--- src/rtl/obuf_a_arb_if.sv ---
// obuf_a_arb_if
// Bundles the arbiter's request/grant side and its outgoing link into one
// interface.
//
// Request side:
//   req_i    : per-input-port request bits for this output direction.
//   pyld_i   : packed payloads. Port i occupies [i*PYLD_W +: PYLD_W].
//   arb_gnt  : registered grant, one-hot or zero.
//   obuf_rdy : registered; the buffer can take a push this cycle.
//
// Link side:
//   out_vld, out_pyld, out_src : head entry of the buffer.
//   out_rdy                    : downstream accept.
//
// Modports:
//   master : the arbiter.
//   slave  : the environment, i.e. the input controllers plus the link.
interface obuf_a_arb_if #(
    parameter int PYLD_W = 23,
    parameter int NSRC   = 5
);
    logic [NSRC-1:0]        req_i;
    logic [NSRC*PYLD_W-1:0] pyld_i;
    logic [NSRC-1:0]        arb_gnt;
    logic                   obuf_rdy;
    logic                   out_vld;
    logic [PYLD_W-1:0]      out_pyld;
    logic [2:0]             out_src;
    logic                   out_rdy;

    modport master (
        input  req_i, pyld_i, out_rdy,
        output arb_gnt, obuf_rdy, out_vld, out_pyld, out_src
    );

    modport slave (
        output req_i, pyld_i, out_rdy,
        input  arb_gnt, obuf_rdy, out_vld, out_pyld, out_src
    );
endinterface

--- src/rtl/obuf_a_arb.sv ---
// obuf_a_arb
// Output-port arbiter and two-entry output buffer for one mesh direction.
// The block picks one of the five requesting input ports, grants it, and
// captures the granted payload together with its source index into a
// 2-deep FIFO. That FIFO feeds the outgoing link.
//
// Build option: OBUF_A_RR_EN.
//   Defined   : round-robin winner search starting at a 3-bit pointer.
//   Undefined : fixed priority, lowest index wins. No pointer register.
//
// Ports:
//   clk, rst  : clock; synchronous active-high reset.
//   bus       : obuf_a_arb_if.master (req_i, pyld_i, arb_gnt, obuf_rdy,
//               out_vld, out_pyld, out_src, out_rdy).
//   dbg_state : arbiter FSM state (0 = IDLE, 1 = GRANT).
//   dbg_ptr   : round-robin pointer (constant 0 in fixed-priority builds).
//
// Handshakes:
//   Push : a push happens when |(arb_gnt & req_i) & obuf_rdy.
//          arb_gnt and obuf_rdy are both registered.
//   Pop  : a pop happens when out_vld & out_rdy.
//          out_vld, out_pyld and out_src come only from registers, so there
//          is no combinational path from out_rdy.
module obuf_a_arb #(
    parameter int PYLD_W = 23,
    parameter int NSRC   = 5
) (
    input  logic         clk,
    input  logic         rst,
    obuf_a_arb_if.master bus,
    output logic [0:0]   dbg_state,
    output logic [2:0]   dbg_ptr
);
    localparam int ENT_W = 3 + PYLD_W;

    localparam logic [0:0] ST_IDLE  = 1'b0;
    localparam logic [0:0] ST_GRANT = 1'b1;

    logic [0:0]        state_q, state_d;
    logic [NSRC-1:0]   gnt_q, gnt_d;
    logic              rdy_q, rdy_d;
    logic [ENT_W-1:0]  mem_q [2];
    logic              wr_ptr_q, rd_ptr_q;
    logic [1:0]        count_q, count_d;
    logic [2:0]        ptr_q;
    logic [2:0]        next_start;
    logic              push, pop;
    logic [2:0]        win_idx;
    logic [PYLD_W-1:0] win_pyld;
    logic [NSRC-1:0]   rest_req;

    // Return the first set bit of mask, searching upward from start with
    // wrap-around. The result is one-hot, or zero when mask is empty.
    function automatic logic [NSRC-1:0] pick(input logic [NSRC-1:0] mask,
                                             input logic [2:0]      start);
        logic [NSRC-1:0] r;
        logic [3:0]      s;
        logic            found;
        r     = '0;
        found = 1'b0;
        for (int k = 0; k < NSRC; k++) begin
            s = {1'b0, start} + 4'(k);
            if (s >= 4'(NSRC)) s = s - 4'(NSRC);
            if (!found && mask[s[2:0]]) begin
                r[s[2:0]] = 1'b1;
                found     = 1'b1;
            end
        end
        return r;
    endfunction

    // Decode the held grant into an index and select the matching payload.
    always_comb begin
        win_idx  = 3'd0;
        win_pyld = '0;
        for (int i = 0; i < NSRC; i++) begin
            if (gnt_q[i]) begin
                win_idx  = 3'(i);
                win_pyld = bus.pyld_i[i*PYLD_W +: PYLD_W];
            end
        end
    end

    assign push     = (|(gnt_q & bus.req_i)) & rdy_q;
    assign pop      = (count_q != 2'd0) & bus.out_rdy;
    assign rest_req = bus.req_i & ~gnt_q;

`ifdef OBUF_A_RR_EN
    logic [2:0] ptr_adv;

    assign ptr_adv    = (win_idx == 3'(NSRC - 1)) ? 3'd0 : win_idx + 3'd1;
    // A back-to-back pick must already use the advanced pointer.
    assign next_start = ptr_adv;

    always_ff @(posedge clk) begin
        if (rst) begin
            ptr_q <= 3'd0;
        end else if (push) begin
            ptr_q <= ptr_adv;
        end
    end
`else
    assign ptr_q      = 3'd0;
    assign next_start = 3'd0;
`endif

    // Arbiter FSM.
    always_comb begin
        state_d = state_q;
        gnt_d   = gnt_q;
        case (state_q)
            ST_IDLE: begin
                if (|bus.req_i) begin
                    gnt_d   = pick(bus.req_i, ptr_q);
                    state_d = ST_GRANT;
                end
            end
            ST_GRANT: begin
                if (push) begin
                    // The served port drops its request next edge, so the
                    // winner is chosen only among the other ports.
                    gnt_d   = pick(rest_req, next_start);
                    state_d = (|rest_req) ? ST_GRANT : ST_IDLE;
                end else if (!(|(gnt_q & bus.req_i))) begin
                    // The granted port withdrew without a transfer.
                    gnt_d   = '0;
                    state_d = ST_IDLE;
                end
            end
            default: begin
                gnt_d   = '0;
                state_d = ST_IDLE;
            end
        endcase
    end

    // FIFO bookkeeping. obuf_rdy is deliberately conservative: it ignores
    // a same-cycle pop, so a full buffer reopens only one cycle later.
    always_comb begin
        count_d = count_q + {1'b0, push} - {1'b0, pop};
        rdy_d   = (count_d != 2'd2);
    end

    always_ff @(posedge clk) begin
        if (rst) begin
            state_q  <= ST_IDLE;
            gnt_q    <= '0;
            rdy_q    <= 1'b0;
            wr_ptr_q <= 1'b0;
            rd_ptr_q <= 1'b0;
            count_q  <= 2'd0;
            for (int i = 0; i < 2; i++) mem_q[i] <= '0;
        end else begin
            state_q <= state_d;
            gnt_q   <= gnt_d;
            rdy_q   <= rdy_d;
            count_q <= count_d;
            if (push) begin
                mem_q[wr_ptr_q] <= {win_idx, win_pyld};
                wr_ptr_q        <= ~wr_ptr_q;
            end
            if (pop) begin
                rd_ptr_q <= ~rd_ptr_q;
            end
        end
    end

    assign bus.arb_gnt  = gnt_q;
    assign bus.obuf_rdy = rdy_q;
    assign bus.out_vld  = (count_q != 2'd0);
    assign bus.out_src  = mem_q[rd_ptr_q][ENT_W-1 -: 3];
    assign bus.out_pyld = mem_q[rd_ptr_q][PYLD_W-1:0];
    assign dbg_state    = state_q;
    assign dbg_ptr      = ptr_q;
endmodule

--- src/flat_wrapper.sv ---
// flat-port wrapper written by rule: the top's interface ports become plain ports
module obuf_a_arb_flat 
#(
    parameter int PYLD_W = 23,
    parameter int NSRC   = 5
)
  (clk, rst, dbg_state, dbg_ptr, bus_req_i, bus_pyld_i, bus_out_rdy, bus_arb_gnt, bus_obuf_rdy, bus_out_vld, bus_out_pyld, bus_out_src);
  obuf_a_arb_if #(.PYLD_W(PYLD_W), .NSRC(NSRC)) bus_i ();
  input  logic clk;
  input  logic rst;
  output logic [0:0] dbg_state;
  output logic [2:0] dbg_ptr;
  input wire logic [$bits(bus_i.req_i)-1:0] bus_req_i;
  input wire logic [$bits(bus_i.pyld_i)-1:0] bus_pyld_i;
  input wire logic [$bits(bus_i.out_rdy)-1:0] bus_out_rdy;
  output wire logic [$bits(bus_i.arb_gnt)-1:0] bus_arb_gnt;
  output wire logic [$bits(bus_i.obuf_rdy)-1:0] bus_obuf_rdy;
  output wire logic [$bits(bus_i.out_vld)-1:0] bus_out_vld;
  output wire logic [$bits(bus_i.out_pyld)-1:0] bus_out_pyld;
  output wire logic [$bits(bus_i.out_src)-1:0] bus_out_src;
  assign bus_i.req_i = bus_req_i;
  assign bus_i.pyld_i = bus_pyld_i;
  assign bus_i.out_rdy = bus_out_rdy;
  assign bus_arb_gnt = bus_i.arb_gnt;
  assign bus_obuf_rdy = bus_i.obuf_rdy;
  assign bus_out_vld = bus_i.out_vld;
  assign bus_out_pyld = bus_i.out_pyld;
  assign bus_out_src = bus_i.out_src;
  obuf_a_arb #(.PYLD_W(PYLD_W), .NSRC(NSRC)) u_core (.clk(clk), .rst(rst), .bus(bus_i), .dbg_state(dbg_state), .dbg_ptr(dbg_ptr));
endmodule
--- config.mk ---
export PLATFORM = sky130hd
export DESIGN_NAME = obuf_a_arb_flat
export DESIGN_NICKNAME = d
export VERILOG_FILES = /design/src/rtl/obuf_a_arb_if.sv /design/src/rtl/obuf_a_arb.sv /design/src/flat_wrapper.sv
export SDC_FILE = /design/constraint.sdc
export NUM_CORES = 1
export LEC_CHECK = 0
export ABC_AREA = 1
export BUFFER_PORTS_ARGS = -buffer_cell sky130_fd_sc_hd__buf_2
export CAP_MARGIN = 20
export CORE_MARGIN = 2
export CORE_UTILIZATION = 50
export DETAILED_ROUTE_END_ITERATION = 10
export GPL_ROUTABILITY_DRIVEN = 0
export PLACE_DENSITY_LB_ADDON = 0.3
export SLEW_MARGIN = 20
export SYNTH_ARGS = -nofsm -noshare
export SYNTH_HDL_FRONTEND = slang
export SYNTH_SLANG_ARGS = --single-unit
--- constraint.sdc ---
create_clock -name clk -period 5 [get_ports clk]
set_input_delay 1.5 -clock clk [delete_from_list [all_inputs] [get_ports clk]]
set_output_delay 1.5 -clock clk [all_outputs]
set_load 0.1 [all_outputs]
==> PnR_summary.wiki, run 1 <==
{| class="wikitable"
! Metric !! Value
|-
| Critical path data required time || 3.50 ns
|-
| Die Span Y || 91.1 um
|-
| Total core area || 0.00729 mm^2
|-
| IR Drop Worst-Case VDD || 0.000431 V
|-
| Cell area after synthesis || 0.00379 mm^2
|-
| Worst hold path type || register to register
|-
| Final count of negative-setup-slack endpoints || 0
|-
| Slew Limit Headroom || 28.7%
|-
| I/O Buffers || 156
|-
| Final worst path period share || 67.1%
|-
| Setup repair after global routing missed its margin || no
|-
| Worst hold stages || 1
|-
| Number of vias per cell after detailed routing || between 5 and 6
|-
| Inst Count DP || 682
|-
| Sink of the worst hold path || u_core.rd_ptr_q$_SDFFE_PP0P_
|-
| CP max stage delay || around 0.96 ns
|-
| Clock tree root driver cell || clkbuf_8
|-
| Final Critical Period || 3.35 ns
|-
| DRT antenna net count || 0
|-
| Endpoint kind of the worst setup timing path || primary output
|-
| Number of global-route vias before repair || 3732
|-
| Row Count || 31
|-
| Top layer used by detailed routing || met4
|-
| Warning count from the yosys run || 0
|-
| Power per cell area || around 420 mW/mm^2
|-
| Number of antenna violations at the first check in global routing || 0
|-
| CP Data Arrival Time || between 1.5 and 2 ns
|-
| Total DRC errors in the routed layout || 0
|-
| Insertion delay of the later-clocked pin in the worst-skew pair || 0.33 ns
|-
| Top fanout value on the critical path || 50
|-
| Share of the yosys chip area belonging to registers || 47.5%
|-
| Num CTS Buffers || 9
|-
| CTS tree || yes
|-
| Post-Route WL || 10.5 mm
|-
| Final setup TNS || 0 ns
|-
| Final-report hold violation count || 0
|-
| Synth area leaders || edfxtp_1 (41%), nand2_1 (13%), mux2_2 (7.7%)
|-
| Ranking of synthesized cells by instance count || nand2_1 (131), nor2_1 (64), a21oi_1 (54)
|-
| Layout overhead on the synthesized area || 25.1%
|-
| Number of nets in the final layout || 718
|-
| Startpoint of the lowest-slack register-to-register path || u_core.bus.arb_gnt[4]$_SDFFE_PP0P_
|-
| Number of cells upsized or downsized after cts || 0
|-
| Leakage power total || 2.19 nW
|-
| Share of Yosys cell area claimed by the top area cell type || ~41%
|-
| M1 WL || 4.07 mm
|-
| Die Width || roughly 91 um
|-
| Clk sink count || 64
|-
| EDFF count, synth || 52
|-
| Wirelength per Cell || roughly 15 um
|-
| Count of boundary I/O pins || 160
|-
| Total count of max-transition violations in the final report || 0
|-
| Number of buffers inserted by hold repair at cts || 0
|-
| Starting density of the core || 52.0%
|-
| Cell family contributing the most delay on the critical path || flip-flops
|-
| Avg Synthesized Cell Area || between 8 and 9 um^2
|-
| Post-synthesis cell count || 451
|-
| Capture point of the worst reg-to-reg path || u_core.mem_q[1][2]$_SDFFCE_PN0P_
|-
| Number of buffers inserted to repair setup after CTS || 0
|-
| Cell taking the most area after synthesis || edfxtp_1
|-
| Deepest clock path buffer count || 2
|-
| Maximum number of pins on one net before global-route repair || 51
|-
| Async set-reset flop share out of synthesis || 0%
|-
| Wire length on met3 || 844 um
|-
| Main synth FF type || edfxtp_1
|-
| Total of max-cap violations || 0
|-
| Max Clk Rate || 298 MHz
|-
| Reg clk slew, reported paths || 0.07 ns
|-
| Overall die area || 0.00830 mm^2
|-
| Fill cells || 633
|-
| Global router's overall resource usage || 25.7%
|-
| Met2 layer wire length in the routed design || 5.30 mm
|-
| Most instantiated library cell after synthesis || nand2_1
|-
| Number of antenna repair diodes || 0
|-
| Min-delay src || u_core.rd_ptr_q$_SDFFE_PP0P_
|-
| Status || complete, no violations
|-
| Post-detailed-placement half-perimeter wirelength || 7.20 mm
|-
| Cell Chain, Critical Path || buf_2
|-
| Fraction of layout instances using a drive strength above 1 || 36.9%
|-
| H-tree levels || 3
|-
| Crit path kind || register to primary output
|-
| Worst-case hold slack || 0.466 ns
|-
| Flop-to-flop setup slack || 2.25 ns
|-
| Non-filler cells, final || roughly 700
|-
| Startpoint type of the worst setup path || register
|-
| Detailed-routing iteration count for the pre-antenna-repair pass || 5
|-
| Count of cell types in the netlist || 32
|-
| Register-to-Register Path Depth || 4
|-
| Worst Path Buf+Inv || 1
|-
| GR Overflow Total || 0
|-
| Crit-path slowest cell || dfxtp_2
|-
| DRC violation total after the first TritonRoute iteration || approximately 240
|-
| Least-Margin Pin Slew || 1.07 ns
|-
| Number of register bits inferred by synthesis || 64
|-
| Routed vias || 3759
|-
| Post-Route Skew || 0.00959 ns
|-
| First-pass GRT wire length || 17.2 mm
|}
==> power breakdown <==
part | total, mW | switching (mW) | internal, mW
clock network | 0.441 | 0.190 | 0.251
logic | 0.859 | 0.660 | 0.200
registers | 0.697 | 0.0667 | 0.631
==> metal layers <==
layer / vias to the layer above / track usage [%]
li1: 1802 / -
met1: 1754 / 31.5
met2: 178 / 44.6
met3: 25 / 4.90
met4: 0 / 10.2
met5: - / 0
==> kinds of logic (layout without fill, tap and decap cells) <==
kind of cell | count (synthesis) | count (layout) | synth area share [%]
adder cells (fa/ha/maj) | 1 | 1 | 0.330
buffers and inverters | 50 | 196 | 7.26
AND/OR/NAND/NOR | 227 | 227 | 25.2
other | 1 | 3 | 0.0988
multiplexers | 26 | 26 | 7.72
XOR/XNOR | 1 | 1 | 0.231
flip-flops | 64 | 64 | 47.5
AO/OA/AOI/OAI | 81 | 81 | 11.7
==> sequential cells by signal (all words and copies together), names as in the netlist, named ones only <==
name,cells
u_core.mem_q,52
u_core.bus.arb_gnt,5
u_core.count_q,2
u_core.bus.obuf_rdy,1
u_core.dbg_state,1
u_core.rd_ptr_q,1
u_core.wr_ptr_q,1
==> worst max path at each step <==
stage                                        from                                to  slack [ns]  cells past startpoint
2_1_floorplan                        bus_req_i[3]  u_core.mem_q[0][0]$_SDFFCE_PN0P_        1.88                      7
3_3_place_gp                         bus_req_i[2]  u_core.mem_q[0][1]$_SDFFCE_PN0P_        1.41                      7
3_5_place_dp                         bus_req_i[2]  u_core.mem_q[0][7]$_SDFFCE_PN0P_        1.29                      7
4_1_cts                                  register                    bus_out_src[2]        1.26                      2
5_1_grt        u_core.bus.arb_gnt[3]$_SDFFE_PP0P_                    bus_arb_gnt[3]        1.55                      1
6_report       u_core.bus.arb_gnt[3]$_SDFFE_PP0P_                    bus_arb_gnt[3]        1.65                      1
==> stage by stage <==
step	power, mW	utilization (%)	cell area (um^2)	setup slack [ns]
floorplan	1.40	-	3800	1.88
CTS	2.00	65.0	4740	1.26
global placement	1.55	62.1	4530	1.41
finish	2.00	65.1	4750	1.65
global route	2.09	65.1	4750	1.55
detailed placement	1.57	62.1	4530	1.29
==> cell type report <==
| cell class | instances | area, um^2 | share of cell area (%) |
|---|---|---|---|
| sequential | 64 | 1810 | 38.0 |
| multi-input combinational | 339 | 1730 | 36.4 |
| timing repair buffer | 158 | 796 | 16.8 |
| clock buffer | 13 | 190 | 4.01 |
| tap | 99 | 124 | 2.61 |
| inverter | 22 | 82.6 | 1.74 |
| clock inverter | 3 | 21.3 | 0.448 |
==> layout by cell type, fill, tap and decap left out, types with 3 or more instances in the layout <==
master	n
nor3_1	4
dfxtp_2	3
mux2_2	26
nand3_1	14
nand2_2	3
nand2_1	130
nor2_2	5
clkbuf_8	12
conb_1	3
nor2_1	64
o22ai_1	23
inv_1	18
dfxtp_1	9
a21oi_1	54
edfxtp_1	52
buf_2	156
Power figures use the tool's default switching activity.
==> run 2: changes to the inputs <==
ABC_AREA = 0   (was 1)
CORE_UTILIZATION = 44   (was 50)
clock period = 2.9 ns   (was 5 ns; I/O delays follow)
==> PnR_summary.wiki, run 2 <==
{| class="wikitable"
! Metric !! Value
|-
| Status || complete, no violations
|-
| Final setup TNS || 0 ns (unchanged)
|-
| Setup repair after global routing missed its margin || no
|-
| Leading cell type in the layout, fill and taps excluded || buf_2
|-
| First-pass GRT wire length || 16.8 mm (-2.3%)
|-
| Endpoint kind of the worst setup timing path || primary output
|-
| Share of the yosys chip area belonging to registers || 47.3% (-0.20 points)
|-
| Overall die area || 0.00942 mm^2 (+13%)
|-
| CTS tree || yes
|-
| Number of register bits inferred by synthesis || 64 (unchanged)
|-
| Worst hold path type || register to register
|-
| Worst hold stages || 2 (+1)
|-
| Post-Route WL || 10.5 mm (-0.21%)
|-
| Most flops, register || u_core.mem_q
|-
| Synth area leaders || edfxtp_1 (41%), mux2_2 (7.7%), dfxtp_1 (6.3%)
|-
| Number of nets in the final layout || 655 (-8.8%)
|-
| Flop-to-flop setup slack || 0.62 ns (-1.63 ns)
|-
| Count of cell types in the netlist || 41 (+28%)
|-
| Routed vias || 3500 (-6.9%)
|-
| Top fanout value on the critical path || 26 (-48%)
|-
| Starting density of the core || 45.9% (-6.1 points)
|-
| Critical path data required time || 2.03 ns (-1.47 ns)
|-
| Crit path kind || register to primary output
|-
| Total of max-cap violations || 0 (unchanged)
|-
| Overall power consumption || 3.70 mW (+85%)
|-
| Slew Limit Headroom || 58.6% (+30 points)
|-
| Total DRC errors in the routed layout || 0 (unchanged)
|-
| Setup slack after layout || 0.432 ns (-1.21 ns)
|-
| Cell Chain, Critical Path || buf_4 > mux2_2 > buf_12
|-
| Most instantiated library cell after synthesis || nor2_1
|-
| CP max stage delay || 0.43 ns (-0.53 ns)
|-
| Main synth FF type || edfxtp_1
|-
| Count of boundary I/O pins || 160 (unchanged)
|-
| I/O Buffers || 156 (unchanged)
|-
| Num CTS Buffers || 9 (unchanged)
|-
| Share of Yosys cell area claimed by the top area cell type || 41.0% (-0.18 points)
|-
| Warning count from the yosys run || 0 (unchanged)
|-
| Fraction of layout instances using a drive strength above 1 || 40.9% (+4.0 points)
|-
| H-tree levels || 3 (unchanged)
|-
| Number of antenna repair diodes || 0 (unchanged)
|-
| DRC violation total after the first TritonRoute iteration || 164 (-31%)
|-
| Cell taking the most area after synthesis || edfxtp_1
|-
| Clock tree root driver cell || clkbuf_8
|-
| Wirelength per Cell || 16.3 um (+8.7%)
|-
| Maximum number of pins on one net before global-route repair || 51 (unchanged)
|-
| Final Critical Period || between 2 and 2.5 ns
|-
| Final-report hold violation count || 0 (unchanged)
|-
| DRT antenna net count || 0 (unchanged)
|-
| Row Count || 33 (+6.5%)
|-
| Total core area || 0.00830 mm^2 (+14%)
|-
| Post-detailed-placement half-perimeter wirelength || 7.55 mm (+4.8%)
|-
| Insertion delay of the later-clocked pin in the worst-skew pair || 0.34 ns (about the same)
|-
| Clk sink count || 64 (unchanged)
|-
| Ranking of synthesized cells by instance count || nor2_1 (57), edfxtp_1 (52), a21oi_1 (31)
|-
| Startpoint of the lowest-slack register-to-register path || u_core.bus.arb_gnt[2]$_SDFFE_PP0P_
|-
| Number of antenna violations at the first check in global routing || 0 (unchanged)
|-
| Commonest cells after routing, fill and taps aside || buf_2 (130), nor2_1 (57), edfxtp_1 (52)
|-
| Reg clk slew, reported paths || 0.07 ns (about the same)
|-
| Least-Margin Pin Slew || 0.617 ns (-0.449 ns)
|-
| Number of vias per cell after detailed routing || 5.46 (+1.4%)
|-
| Global router's overall resource usage || 22.4% (-3.2 points)
|-
| Startpoint type of the worst setup path || register
|-
| Deepest clock path buffer count || 2 (unchanged)
|-
| Avg Synthesized Cell Area || 9.95 um^2 (+18%)
|-
| Max Clk Rate || 405 MHz
|-
| Async set-reset flop share out of synthesis || 0% (unchanged)
|-
| Worst setup slack after placement || 0.263 ns (-1.03 ns)
|-
| Number of buffers inserted to repair setup after CTS || 0 (unchanged)
|-
| Min-delay src || u_core.rd_ptr_q$_SDFFE_PP0P_
|-
| GR Overflow Total || 0 (unchanged)
|-
| Leakage power total || 2.08 nW (-4.9%)
|-
| Die Span Y || 97.1 um (+6.5%)
|-
| Capture point of the worst reg-to-reg path || u_core.mem_q[1][3]$_SDFFCE_PN0P_
|-
| EDFF count, synth || 52 (unchanged)
|-
| Number of global-route vias before repair || 3502 (-6.2%)
|-
| Detailed-routing iteration count for the pre-antenna-repair pass || 5 (unchanged)
|-
| Die Width || 97.1 um (+6.5%)
|-
| Register-to-Register Path Depth || 5 (+1)
|-
| Post-Route Skew || 0.00441 ns (-0.00517 ns)
|-
| Total count of max-transition violations in the final report || 0 (unchanged)
|-
| IR Drop Worst-Case VDD || 0.000519 V (+20%)
|-
| Flip-flop count of the largest register after layout || 52 (unchanged)
|-
| Power per cell area || 708 mW/mm^2 (+68%)
|-
| Layout overhead on the synthesized area || 37.3%
|-
| Crit-path slowest cell || mux2_2
|-
| Cell area after synthesis || 0.00381 mm^2 (+0.43%)
|-
| Sink of the worst hold path || u_core.rd_ptr_q$_SDFFE_PP0P_
|-
| Number of cells upsized or downsized after cts || 0 (unchanged)
|-
| Post-synthesis cell count || 383 (-15%)
|-
| Number of buffers inserted by hold repair at cts || 0 (unchanged)
|-
| Final worst path period share || 85.1%
|-
| Final count of negative-setup-slack endpoints || 0 (unchanged)
|-
| CP Data Arrival Time || 1.60 ns (-0.25 ns)
|}
-- run 2: power by group --
group          internal, mW  switching (mW)
sequential             1.07          0.0406
combinational         0.655            1.23
clock                 0.376           0.324
-- run 2: per-layer routing --
metal | part of all wire [%] | vias to the layer above | routed length [um] | global-route usage, %
li1 | - | 1689 | - | -
met1 | 40 | 1637 | 4170 | 27.0
met2 | 51 | 160 | 5380 | 39.6
met3 | 6.7 | 14 | 701 | 4.03
met4 | 1.9 | 0 | 200 | 9.10
met5 | 0 | - | 0 | 0
-- run 2: worst max path at each step --
| stage | startpoint | to | slack, ns | cells after the start |
|---|---|---|---|---|
| global placement | bus_req_i[1] | u_core.mem_q[1][21]$_SDFFCE_PN0P_ | 0.30 | 7 |
| finish | register | bus_out_pyld[15] | 0.43 | 3 |
| CTS | register | bus_out_pyld[15] | 0.41 | 3 |
| floorplan | bus_req_i[1] | u_core.mem_q[1][0]$_SDFFCE_PN0P_ | 0.10 | 4 |
| global route | register | bus_out_pyld[7] | 0.37 | 3 |
| detailed placement | bus_req_i[1] | u_core.mem_q[1][21]$_SDFFCE_PN0P_ | 0.26 | 7 |
-- run 2: worst max-delay path: cells and delay by family (launching register included) --
family   cells  cell delay (ns)
buf+inv      2             0.51
mux          1             0.43
flops        1             0.31
-- run 2: cell families (layout without fill, tap and decap cells) --
family	after synthesis	count (layout)	share of synthesized area [%]
muxes	26	26	7.68
adders and majority gates	1	1	0.328
other	1	3	0.0984
xor gates and xnor gates	4	4	0.920
and+or+nand+nor	156	156	21.5
buffers and inverters	37	188	5.25
AOI/OAI and AO/OA	94	94	16.9
DFF	64	64	47.3
-- run 2: area by class of cell --
cell class,instances,area (um^2)
clock inverters,3,15.0
repair buffers,169,1270
clock buffers,13,169
inverters,3,11.3
fillers,709,3070
well taps,105,131
multi-input cells,284,1830
flip-flops and latches,64,1810
-- run 2: per-stage QoR --
stage	hold slack, ns	cell area, um^2	std cells	utilization, %
global route	0.559	5230	641	63.0
detailed placement	0.510	5050	625	60.8
CTS	0.526	5230	641	63.0
floorplan	0.481	3830	385	-
finish	0.522	5230	641	63.0
global placement	0.498	5050	625	60.8
